## src/rtl/umi_pkg.sv

```systemverilog
// Shared UMI constants for the register host: opcodes, cmd field offsets,
// completion codes and the FSM state encoding.
package umi_pkg;

    localparam logic [4:0] REQ_READ   = 5'h01;
    localparam logic [4:0] RESP_READ  = 5'h02;
    localparam logic [4:0] REQ_WRITE  = 5'h03;
    localparam logic [4:0] RESP_WRITE = 5'h04;
    localparam logic [4:0] REQ_POSTED = 5'h05;

    localparam int CMD_OP_LSB   = 0;
    localparam int CMD_SIZE_LSB = 5;
    localparam int CMD_LEN_LSB  = 8;
    localparam int CMD_ERR_LSB  = 25;

    localparam logic [1:0] ERR_OK      = 2'd0;
    localparam logic [1:0] ERR_TIMEOUT = 2'd2;
    localparam logic [1:0] ERR_PROTO   = 2'd3;

    localparam logic [1:0] ST_IDLE = 2'd0;
    localparam logic [1:0] ST_REQ  = 2'd1;
    localparam logic [1:0] ST_RESP = 2'd2;

    function automatic logic [4:0] resp_opcode(input logic is_read);
        return is_read ? RESP_READ : RESP_WRITE;
    endfunction

endpackage

```

## src/rtl/umi_reghost_if.sv

```systemverilog
// UMI host port bundle: request channel out of the host, response channel back in.
interface umi_reghost_if #(
    parameter int AW = 64,
    parameter int CW = 32,
    parameter int DW = 256
);
    logic          req_valid;
    logic [CW-1:0] req_cmd;
    logic [AW-1:0] req_dstaddr;
    logic [AW-1:0] req_srcaddr;
    logic [DW-1:0] req_data;
    logic          req_ready;
    logic          resp_valid;
    logic [CW-1:0] resp_cmd;
    logic [AW-1:0] resp_dstaddr;
    logic [AW-1:0] resp_srcaddr;
    logic [DW-1:0] resp_data;
    logic          resp_ready;

    modport master (
        output req_valid, req_cmd, req_dstaddr, req_srcaddr, req_data,
        input  req_ready,
        input  resp_valid, resp_cmd, resp_dstaddr, resp_srcaddr, resp_data,
        output resp_ready
    );

    modport slave (
        input  req_valid, req_cmd, req_dstaddr, req_srcaddr, req_data,
        output req_ready,
        output resp_valid, resp_cmd, resp_dstaddr, resp_srcaddr, resp_data,
        input  resp_ready
    );
endinterface

```

## src/rtl/umi_pack.sv

```systemverilog
// Builds a UMI command word from opcode, size and len; every other field is zero.
module umi_pack
    import umi_pkg::*;
#(
    parameter int CW = 32
) (
    input  logic [4:0]    opcode,
    input  logic [2:0]    size,
    input  logic [7:0]    len,
    output logic [CW-1:0] cmd
);
    always_comb begin
        cmd = '0;
        cmd[CMD_OP_LSB +: 5]   = opcode;
        cmd[CMD_SIZE_LSB +: 3] = size;
        cmd[CMD_LEN_LSB +: 8]  = len;
    end
endmodule

```

## src/rtl/umi_unpack.sv

```systemverilog
// Extracts the fields the register host needs from a UMI response command.
module umi_unpack
    import umi_pkg::*;
#(
    parameter int CW = 32
) (
    input  logic [CW-1:0] cmd,
    output logic [4:0]    opcode,
    output logic [1:0]    err
);
    logic unused_cmd;

    assign opcode     = cmd[CMD_OP_LSB +: 5];
    assign err        = cmd[CMD_ERR_LSB +: 2];
    assign unused_cmd = ^{cmd[CW-1:CMD_ERR_LSB+2], cmd[CMD_ERR_LSB-1:CMD_OP_LSB+5]};
endmodule

```

## src/rtl/umi_reghost.sv

```systemverilog
// Register-to-UMI host bridge: one register request becomes one UMI request,
// completed by its matching response. Define UMI_REGHOST_TIMEOUT_EN for the abort timer.
module umi_reghost
    import umi_pkg::*;
#(
    parameter int            AW       = 64,
    parameter int            CW       = 32,
    parameter int            DW       = 256,
    parameter int            RW       = 64,
    parameter logic [AW-1:0] HOSTADDR = '0,
    parameter int            TOW      = 16
) (
    input  logic          clk,
    input  logic          reset,
    input  logic          reg_read,
    input  logic          reg_write,
    input  logic          reg_posted,
    input  logic [AW-1:0] reg_addr,
    input  logic [2:0]    reg_size,
    input  logic [7:0]    reg_len,
    input  logic [RW-1:0] reg_wrdata,
    output logic          reg_ready,
    output logic          reg_done,
    output logic [RW-1:0] reg_rddata,
    output logic [1:0]    reg_err,
    umi_reghost_if.master uhost
);
    logic [1:0]    state;
    logic [1:0]    state_nx;
    logic          accept;
    logic          req_fire;
    logic          resp_fire;
    logic          abort;
    logic          to_expire;
    logic          done_q;
    logic [1:0]    err_q;
    logic [RW-1:0] rddata_q;
    logic [CW-1:0] cmd_q;
    logic [CW-1:0] cmd_nx;
    logic [AW-1:0] dst_q;
    logic [DW-1:0] data_q;
    logic          is_read_q;
    logic          posted_q;
    logic          resp_ready_q;
    logic [4:0]    req_op;
    logic [4:0]    resp_op;
    logic [1:0]    resp_err;
    logic          resp_match;
    logic          unused_resp;

    // Read wins when both strobes are high; the write is silently dropped.
    assign req_op = reg_read   ? REQ_READ   :
                    reg_posted ? REQ_POSTED : REQ_WRITE;

    umi_pack #(.CW(CW)) u_pack (
        .opcode (req_op),
        .size   (reg_size),
        .len    (reg_len),
        .cmd    (cmd_nx)
    );

    umi_unpack #(.CW(CW)) u_unpack (
        .cmd    (uhost.resp_cmd),
        .opcode (resp_op),
        .err    (resp_err)
    );

    assign resp_match = (resp_op == resp_opcode(is_read_q)) &&
                        (uhost.resp_dstaddr == HOSTADDR);
    assign unused_resp = ^{uhost.resp_srcaddr, uhost.resp_data};

    // Holding reg_ready low through the done cycle keeps completion and the
    // next accept in separate cycles.
    assign reg_ready         = (state == ST_IDLE) && !done_q;
    assign reg_done          = done_q;
    assign reg_rddata        = rddata_q;
    assign reg_err           = err_q;
    assign uhost.req_valid   = (state == ST_REQ);
    assign uhost.req_cmd     = cmd_q;
    assign uhost.req_dstaddr = dst_q;
    assign uhost.req_srcaddr = HOSTADDR;
    assign uhost.req_data    = data_q;
    assign uhost.resp_ready  = resp_ready_q;

`ifdef UMI_REGHOST_TIMEOUT_EN
    logic [TOW-1:0] to_cnt;

    assign to_expire = &to_cnt;

    always_ff @(posedge clk or posedge reset) begin
        if (reset) begin
            to_cnt <= '0;
        end else if ((state_nx != state) || (state == ST_IDLE)) begin
            to_cnt <= '0;
        end else begin
            to_cnt <= to_cnt + 1'b1;
        end
    end
`else
    localparam int unused_tow = TOW;

    assign to_expire = 1'b0;
`endif

    // A handshake always takes priority over an expiry in the same cycle.
    always_comb begin
        state_nx  = state;
        accept    = 1'b0;
        req_fire  = 1'b0;
        resp_fire = 1'b0;
        abort     = 1'b0;
        case (state)
            ST_IDLE: begin
                if (reg_ready && (reg_read || reg_write)) begin
                    accept   = 1'b1;
                    state_nx = ST_REQ;
                end
            end
            ST_REQ: begin
                if (uhost.req_ready) begin
                    req_fire = 1'b1;
                    state_nx = posted_q ? ST_IDLE : ST_RESP;
                end else if (to_expire) begin
                    abort    = 1'b1;
                    state_nx = ST_IDLE;
                end
            end
            ST_RESP: begin
                if (uhost.resp_valid) begin
                    resp_fire = 1'b1;
                    state_nx  = ST_IDLE;
                end else if (to_expire) begin
                    abort    = 1'b1;
                    state_nx = ST_IDLE;
                end
            end
            default: state_nx = ST_IDLE;
        endcase
    end

    always_ff @(posedge clk or posedge reset) begin
        if (reset) begin
            state        <= ST_IDLE;
            done_q       <= 1'b0;
            err_q        <= ERR_OK;
            rddata_q     <= '0;
            cmd_q        <= '0;
            dst_q        <= '0;
            data_q       <= '0;
            is_read_q    <= 1'b0;
            posted_q     <= 1'b0;
            resp_ready_q <= 1'b0;
        end else begin
            state        <= state_nx;
            resp_ready_q <= (state_nx != ST_REQ);
            done_q       <= 1'b0;
            if (accept) begin
                cmd_q     <= cmd_nx;
                dst_q     <= reg_addr;
                data_q    <= reg_read ? '0 : DW'(reg_wrdata);
                is_read_q <= reg_read;
                posted_q  <= !reg_read && reg_posted;
            end
            if (req_fire && posted_q) begin
                done_q <= 1'b1;
                err_q  <= ERR_OK;
            end
            if (abort) begin
                done_q <= 1'b1;
                err_q  <= ERR_TIMEOUT;
            end
            if (resp_fire) begin
                done_q <= 1'b1;
                err_q  <= resp_match ? resp_err : ERR_PROTO;
                if (resp_match && is_read_q) begin
                    rddata_q <= uhost.resp_data[RW-1:0];
                end
            end
        end
    end
endmodule

```

## src/flat_wrapper.sv

```systemverilog
// flat-port wrapper written by rule: the top's interface ports become plain ports
module umi_reghost_flat import umi_pkg::*;
#(
    parameter int            AW       = 64,
    parameter int            CW       = 32,
    parameter int            DW       = 256,
    parameter int            RW       = 64,
    parameter logic [AW-1:0] HOSTADDR = '0,
    parameter int            TOW      = 16
)
  (clk, reset, reg_read, reg_write, reg_posted, reg_addr, reg_size, reg_len, reg_wrdata, reg_ready, reg_done, reg_rddata, reg_err, uhost_req_valid, uhost_req_cmd, uhost_req_dstaddr, uhost_req_srcaddr, uhost_req_data, uhost_req_ready, uhost_resp_valid, uhost_resp_cmd, uhost_resp_dstaddr, uhost_resp_srcaddr, uhost_resp_data, uhost_resp_ready);
  umi_reghost_if #(.AW(AW), .CW(CW), .DW(DW)) uhost_i ();
  input  logic clk;
  input  logic reset;
  input  logic reg_read;
  input  logic reg_write;
  input  logic reg_posted;
  input  logic [AW-1:0] reg_addr;
  input  logic [2:0] reg_size;
  input  logic [7:0] reg_len;
  input  logic [RW-1:0] reg_wrdata;
  output logic reg_ready;
  output logic reg_done;
  output logic [RW-1:0] reg_rddata;
  output logic [1:0] reg_err;
  output wire logic [$bits(uhost_i.req_valid)-1:0] uhost_req_valid;
  output wire logic [$bits(uhost_i.req_cmd)-1:0] uhost_req_cmd;
  output wire logic [$bits(uhost_i.req_dstaddr)-1:0] uhost_req_dstaddr;
  output wire logic [$bits(uhost_i.req_srcaddr)-1:0] uhost_req_srcaddr;
  output wire logic [$bits(uhost_i.req_data)-1:0] uhost_req_data;
  input wire logic [$bits(uhost_i.req_ready)-1:0] uhost_req_ready;
  input wire logic [$bits(uhost_i.resp_valid)-1:0] uhost_resp_valid;
  input wire logic [$bits(uhost_i.resp_cmd)-1:0] uhost_resp_cmd;
  input wire logic [$bits(uhost_i.resp_dstaddr)-1:0] uhost_resp_dstaddr;
  input wire logic [$bits(uhost_i.resp_srcaddr)-1:0] uhost_resp_srcaddr;
  input wire logic [$bits(uhost_i.resp_data)-1:0] uhost_resp_data;
  output wire logic [$bits(uhost_i.resp_ready)-1:0] uhost_resp_ready;
  assign uhost_req_valid = uhost_i.req_valid;
  assign uhost_req_cmd = uhost_i.req_cmd;
  assign uhost_req_dstaddr = uhost_i.req_dstaddr;
  assign uhost_req_srcaddr = uhost_i.req_srcaddr;
  assign uhost_req_data = uhost_i.req_data;
  assign uhost_i.req_ready = uhost_req_ready;
  assign uhost_i.resp_valid = uhost_resp_valid;
  assign uhost_i.resp_cmd = uhost_resp_cmd;
  assign uhost_i.resp_dstaddr = uhost_resp_dstaddr;
  assign uhost_i.resp_srcaddr = uhost_resp_srcaddr;
  assign uhost_i.resp_data = uhost_resp_data;
  assign uhost_resp_ready = uhost_i.resp_ready;
  umi_reghost #(.AW(AW), .CW(CW), .DW(DW), .RW(RW), .HOSTADDR(HOSTADDR), .TOW(TOW)) u_core (.clk(clk), .reset(reset), .reg_read(reg_read), .reg_write(reg_write), .reg_posted(reg_posted), .reg_addr(reg_addr), .reg_size(reg_size), .reg_len(reg_len), .reg_wrdata(reg_wrdata), .reg_ready(reg_ready), .reg_done(reg_done), .reg_rddata(reg_rddata), .reg_err(reg_err), .uhost(uhost_i));
endmodule
```

## config.mk

```make
export PLATFORM = sky130hd
export DESIGN_NAME = umi_reghost_flat
export DESIGN_NICKNAME = d
export VERILOG_FILES = /design/src/rtl/umi_pkg.sv /design/src/rtl/umi_reghost_if.sv /design/src/rtl/umi_pack.sv /design/src/rtl/umi_unpack.sv /design/src/rtl/umi_reghost.sv /design/src/flat_wrapper.sv
export SDC_FILE = /design/constraint.sdc
export NUM_CORES = 1
export LEC_CHECK = 0
export CORE_AREA = 2 2 413 415
export DETAILED_ROUTE_END_ITERATION = 12
export DIE_AREA = 0 0 415 417
export GPL_TIMING_DRIVEN = 0
export PLACE_DENSITY = 0.3
export SLEW_MARGIN = 20
export SYNTH_ARGS = -nofsm -noshare
export SYNTH_HDL_FRONTEND = slang
export SYNTH_SLANG_ARGS = --single-unit
export TNS_END_PERCENT = 100
```

## constraint.sdc

```tcl
create_clock -name clk -period 12.7 [get_ports clk]
set_clock_uncertainty 0.1 [all_clocks]
set_input_delay 1.27 -clock clk [delete_from_list [all_inputs] [get_ports clk]]
set_output_delay 1.27 -clock clk [all_outputs]
set_load 0.02 [all_outputs]
```

[Yosys cells after proc, flatten, opt, wreduce, memory -nomap -nowiden]
Cells that the tools add are included.
Word-level totals
  logic and storage cells: 47
  input port bits: 562
  flip-flop bits (word level): 408
Operators by class
  reduce and logical (&&, ||, !) cells: 13
  muxes and demuxes: 20
  eq/ne operators: 4
Operator list (count)
  64-bit zero test: 1
  64-bit 2-to-1 mux: 1
  2-bit 2-to-1 mux: 7
  1-bit 2-to-1 mux: 8
  1-bit logical AND: 6
  3-bit 2-to-1 mux: 2
  2-bit case mux with 3 select lines: 1
  5-bit equality test: 1
  5-bit 2-to-1 mux: 1
  2-bit by 1-bit equality test with 1-bit output (second input constant): 1
  2-bit equality test (second input constant): 1
  1-bit zero test: 2
  2-bit zero test: 1
  2-bit by 1-bit != test with 1-bit output (second input constant): 1
  2-bit AND reduction: 1
  2-bit nonzero test: 1
  1-bit logical OR: 1

[Depth between registers and ports, before layout]
  depth after elaboration: 6
  mapped depth: 6
  gate-level depth less buffers: 5

[Cells and area by module]
A second synthesis with hierarchy kept.
Unflattened totals
  cell total of the unflattened synthesis: 840
  area, all modules: 11180.7 um2
By module, submodules not included
  umi_reghost: times used 1, cells each 800, sequential area each 5805.6 um2, area each 10884.2 um2
  umi_pack: times used 1, cells each 33, sequential area each 0.0 um2, area each 244.0 um2
  umi_unpack: times used 1, cells each 7, sequential area each 0.0 um2, area each 52.6 um2

[Least setup slack after synthesis]
No wires, ideal clock.
  kind: input -> register
  start point: in uhost_resp_dstaddr[18]
  end point: reg u_core.rddata_q[0], in the netlist u_core.reg_rddata[0]
  cell stages on the path: 6
  path slack: 9.664 ns
  required time: 12.475 ns
  arrival: 2.811 ns
  path buffers: 1
  library setup time: 0.125 ns
  cells stage by stage: nor4_1 -> nand2_1 -> nor4_2 -> nand4_4 -> buf_6 -> mux2_4
Between the ends
  longest elaborated chain between the ends: 4
RTL lines
  start: declaration: RTL line flat_wrapper.sv:34  | input wire logic [$bits(uhost_i.resp_dstaddr)-1:0] uhost_resp_dstaddr;
  64-bit zero test: RTL line umi_reghost.sv:69  | (uhost.resp_dstaddr == HOSTADDR);
  1-bit logical AND: RTL line umi_reghost.sv:68  | assign resp_match = (resp_op == resp_opcode(is_read_q)) &&
  1-bit logical AND: RTL line umi_reghost.sv:175  | if (resp_match && is_read_q) begin
  2-bit AND reduction (no line)
  end signal: assignment: RTL line umi_reghost.sv:176  | rddata_q <= uhost.resp_data[RW-1:0];
  end: declaration: RTL line umi_reghost.sv:37  | logic [RW-1:0] rddata_q;
Every way passes these cells.
A chain may end at the register's enable or synchronous reset.

[Worst setup path after layout]
  start point: in uhost_resp_dstaddr[5]
  end point: reg u_core.rddata_q[25], in the netlist u_core.reg_rddata[25]
Same word-level chain as after synthesis.

==> out/results.txt <==
status: finished, final reports clean
width of the die: 415 um
Worst Path Required: 13.04 ns
Crit. End Element: flip-flop
Synth Area in Simple Gates: 0.0243
synth warn: 0
initial antenna violation count: 14
combinational power share: 0.441
Finish-stage setup viols: 0
clk slew on worst S/H paths: 0.06 ns
CTS tree: done
H-tree depth: 2
fin nets: 2140
CP max FO: 10
Hold Path Depth: 1
Worst Max-Slew Pin Slew: 0.925 ns
Clock Sinks: 213
Filler Cells Inserted: 19200
Avg Vias per Cell: 2.06
Final Hold Violating Endpoints: 0
Die Area: 173000 sq um
First-pass DRT Iterations: 4
Slew headroom: 0.384
via count: 7887
R2R setup slack: 9.51 ns
Reg2Reg Depth: 6
Synth Area in Compound Gates: 0.0626
Total Wirelength: 55400 um
vias in the first global route: 7793
Hold Slack: 0.369 ns
CTS resizes: 0
ANT nets after route: 0
power per cell area: 183 nW/um^2
Worst Hold Path EP: u_core.uhost.req_cmd[0]$_DFFE_PP0P_
Mapped Cells: 773
row count: 151
reg2reg end: u_core.uhost.req_data[59]$_DFFE_PP0P_
Peak VDD IR: 0.0749 mV
PortBufs: 492
post-synthesis xor/xnor area fraction: 0
routed len/inst: 14.5 um
initial DRC count: 226
Lkg Pwr: 8.94 nW
clock network power share: 0.277
DRC: 0
area grow syn2layout: 97.9%
Setup Fix Bufs, Post-CTS: 0
WP data arrival: 4.14 ns
Die Y: 417 um
Min-Delay Path Class: reg -> reg
crit path from: uhost_resp_dstaddr[5]
Max clock buf depth: 3
RR Startpoint: u_core.state[0]$_DFF_PP0_
WS Path Type: in -> reg
Yosys cell types: 28
crit path launch type: input pin
Starting Density: 0.0608
share of post-route cells with drive strength above 1: 0.306
commonest non-fill, non-tap cell in the layout: clkdlybuf4s50_1
register area share after synthesis: 0.520
Post-DP HPWL: 45000 um
Final Critical Period: 3.80 ns
CP max-delay cell: nor4_4
sequential cell area: 5330 sq um
net switching power: 1.40 mW
most frequent cells in the layout: 492 x clkdlybuf4s50_1, 276 x buf_4, 274 x conb_1
I/O pins: 1048
critical-path cell list: clkdlybuf4s50_1 -> nor4_2 -> buf_4 -> nand4_1 -> nor4_4 -> nand4_4 -> buf_6 -> mux2_4
Slew Limit Fails: 0
CTS Root Cell: clkbuf_16
Mean Syn Cell Area: 13.3 sq um
Synth Area in Adders: 0
Setup TNS Final: 0 ns
TritonCTS buffer count: 35
Final Cycle Share: 0.299
RSZ-0062 raised after global routing: false
Core Region: 169000 sq um
largest net degree at the start of global routing: 81
max-cap viol count: 0
area of the multi-input gates: 3740 sq um
Worst-Skew Late Latency: 0.57 ns
largest stage delay on the critical path: 0.58 ns
first-pass GRT wire length: 71700 um
Final GP Congestion: 0.671
main combinational cell family by area after synthesis: buffers and inverters
GRT overflow: 0
CTS Hold Buffers Added: 0
Yosys reg bits: 213
Internal Power: 2.31 mW
mux cell area share after synthesis: 0.175
GRT Util Overall: 0.0612
highest clock rate: 0.263 GHz
Hold Startpoint: u_core.uhost.req_cmd[0]$_DFFE_PP0P_
Mapped Area: 10200 sq um
sw frac: 0.378
Reg power frac: 0.283
## cell type report
type,instances,area share
buffer,303,0.109
inverter,4,0.00111
tap,2218,0.137
sequential,213,0.263
timing repair buffer,495,0.246
multi-input combinational,526,0.184
antenna,4,0.000493
clock inverter,14,0.00876
clock buffer,48,0.0506
## metrics by stage
| step | total power, mW | instance area (sq um) | instances | utilization | setup WS, ns |
|---|---|---|---|---|---|
| after detailed placement | 2.76 | 19100 | 3759 | 0.113 | 7.92 |
| after global placement | 2.76 | 19000 | 3756 | 0.113 | 0.0203 |
| after global routing | 3.93 | 20300 | 3821 | 0.120 | 8.61 |
| final | 3.72 | 20300 | 3825 | 0.120 | 8.90 |
| after CTS | 3.85 | 20300 | 3821 | 0.120 | 8.58 |
| after floorplan | 1.86 | 11300 | 1046 | - | 5.51 |
## Yosys cell counts
cell,instances,area share
buf_1,5,0.0018
nor2b_1,1,0.00061
nor3_1,2,0.00098
a41oi_1,1,0.00085
nor2_1,4,0.0015
mux2_4,60,0.088
o21ai_1,1,0.00049
and3b_1,1,0.00085
nand2_1,3,0.0011
nand3_1,2,0.00098
nor4_1,16,0.0098
conb_1,1,0.00037
nand4_4,1,0.0021
nor3b_1,1,0.00073
nand2b_1,2,0.0012
buf_4,275,0.20
dfrtp_1,213,0.52
clkbuf_1,15,0.0055
a22o_1,69,0.059
mux2_2,79,0.087
a21oi_2,1,0.00085
nand3b_1,2,0.0015
inv_1,4,0.0015
buf_2,2,0.00098
buf_6,6,0.0066
nor4_2,1,0.0012
o31ai_1,2,0.0015
nand4_1,3,0.0018
## critical path, delay by kind of cell
| family | cells | cell delay [ns] |
|---|---|---|
| buffers and inverters | 3 | 1.10 |
| multiplexers | 1 | 0.31 |
| AND/OR/NAND/NOR | 4 | 1.39 |
## power by group through the flow
| stage | combinational [mW] | clock [mW] | sequential (mW) |
|---|---|---|---|
| floorplan | 0.528 | 0 | 1.34 |
| global placement | 1.70 | 0 | 1.07 |
| detailed placement | 1.70 | 0 | 1.06 |
| CTS | 1.70 | 1.10 | 1.05 |
| global route | 1.73 | 1.11 | 1.09 |
| finish | 1.64 | 1.03 | 1.05 |
## flip-flops by register name, indices dropped and copies added, names as in the netlist
register	count
u_core.uhost.req_cmd	14
u_core.reg_done	1
u_core.uhost.req_data	64
u_core.reg_rddata	64
u_core.is_read_q	1
u_core.uhost.resp_ready	1
u_core.reg_err	2
u_core.uhost.req_dstaddr	64
u_core.state	2
## routing by layer
| metal | vias up | part of all wire | GRT usage |
|---|---|---|---|
| met4 | 6 | 0.028 | 0.0199 |
| li1 | 3753 | - | - |
| met1 | 3746 | 0.33 | 0.0595 |
| met5 | - | 0.00049 | 0 |
| met2 | 315 | 0.58 | 0.123 |
| met3 | 67 | 0.055 | 0.0163 |
## logic make-up after synthesis
| group | after synthesis |
|---|---|
| mux | 139 |
| flops | 213 |
| other cells | 1 |
| simple gates | 39 |
| compound gates | 74 |
| buf+inv | 307 |
## worst max path at each step
stage                                                     endpoint  slack [ns]  depth (start not counted)
final                            u_core.reg_rddata[25]$_DFFE_PP0P_        8.90                          8
after floorplan                       u_core.is_read_q$_DFFE_PP0P_        5.51                          1
after global placement    u_core.uhost.req_dstaddr[34]$_DFFE_PP0P_        0.02                          2
after detailed placement         u_core.reg_rddata[22]$_DFFE_PP0P_        7.92                          8
after global routing             u_core.reg_rddata[25]$_DFFE_PP0P_        8.61                          8
after CTS                        u_core.reg_rddata[22]$_DFFE_PP0P_        8.58                          8
No activity file was read; power rests on OpenSTA's default activity.
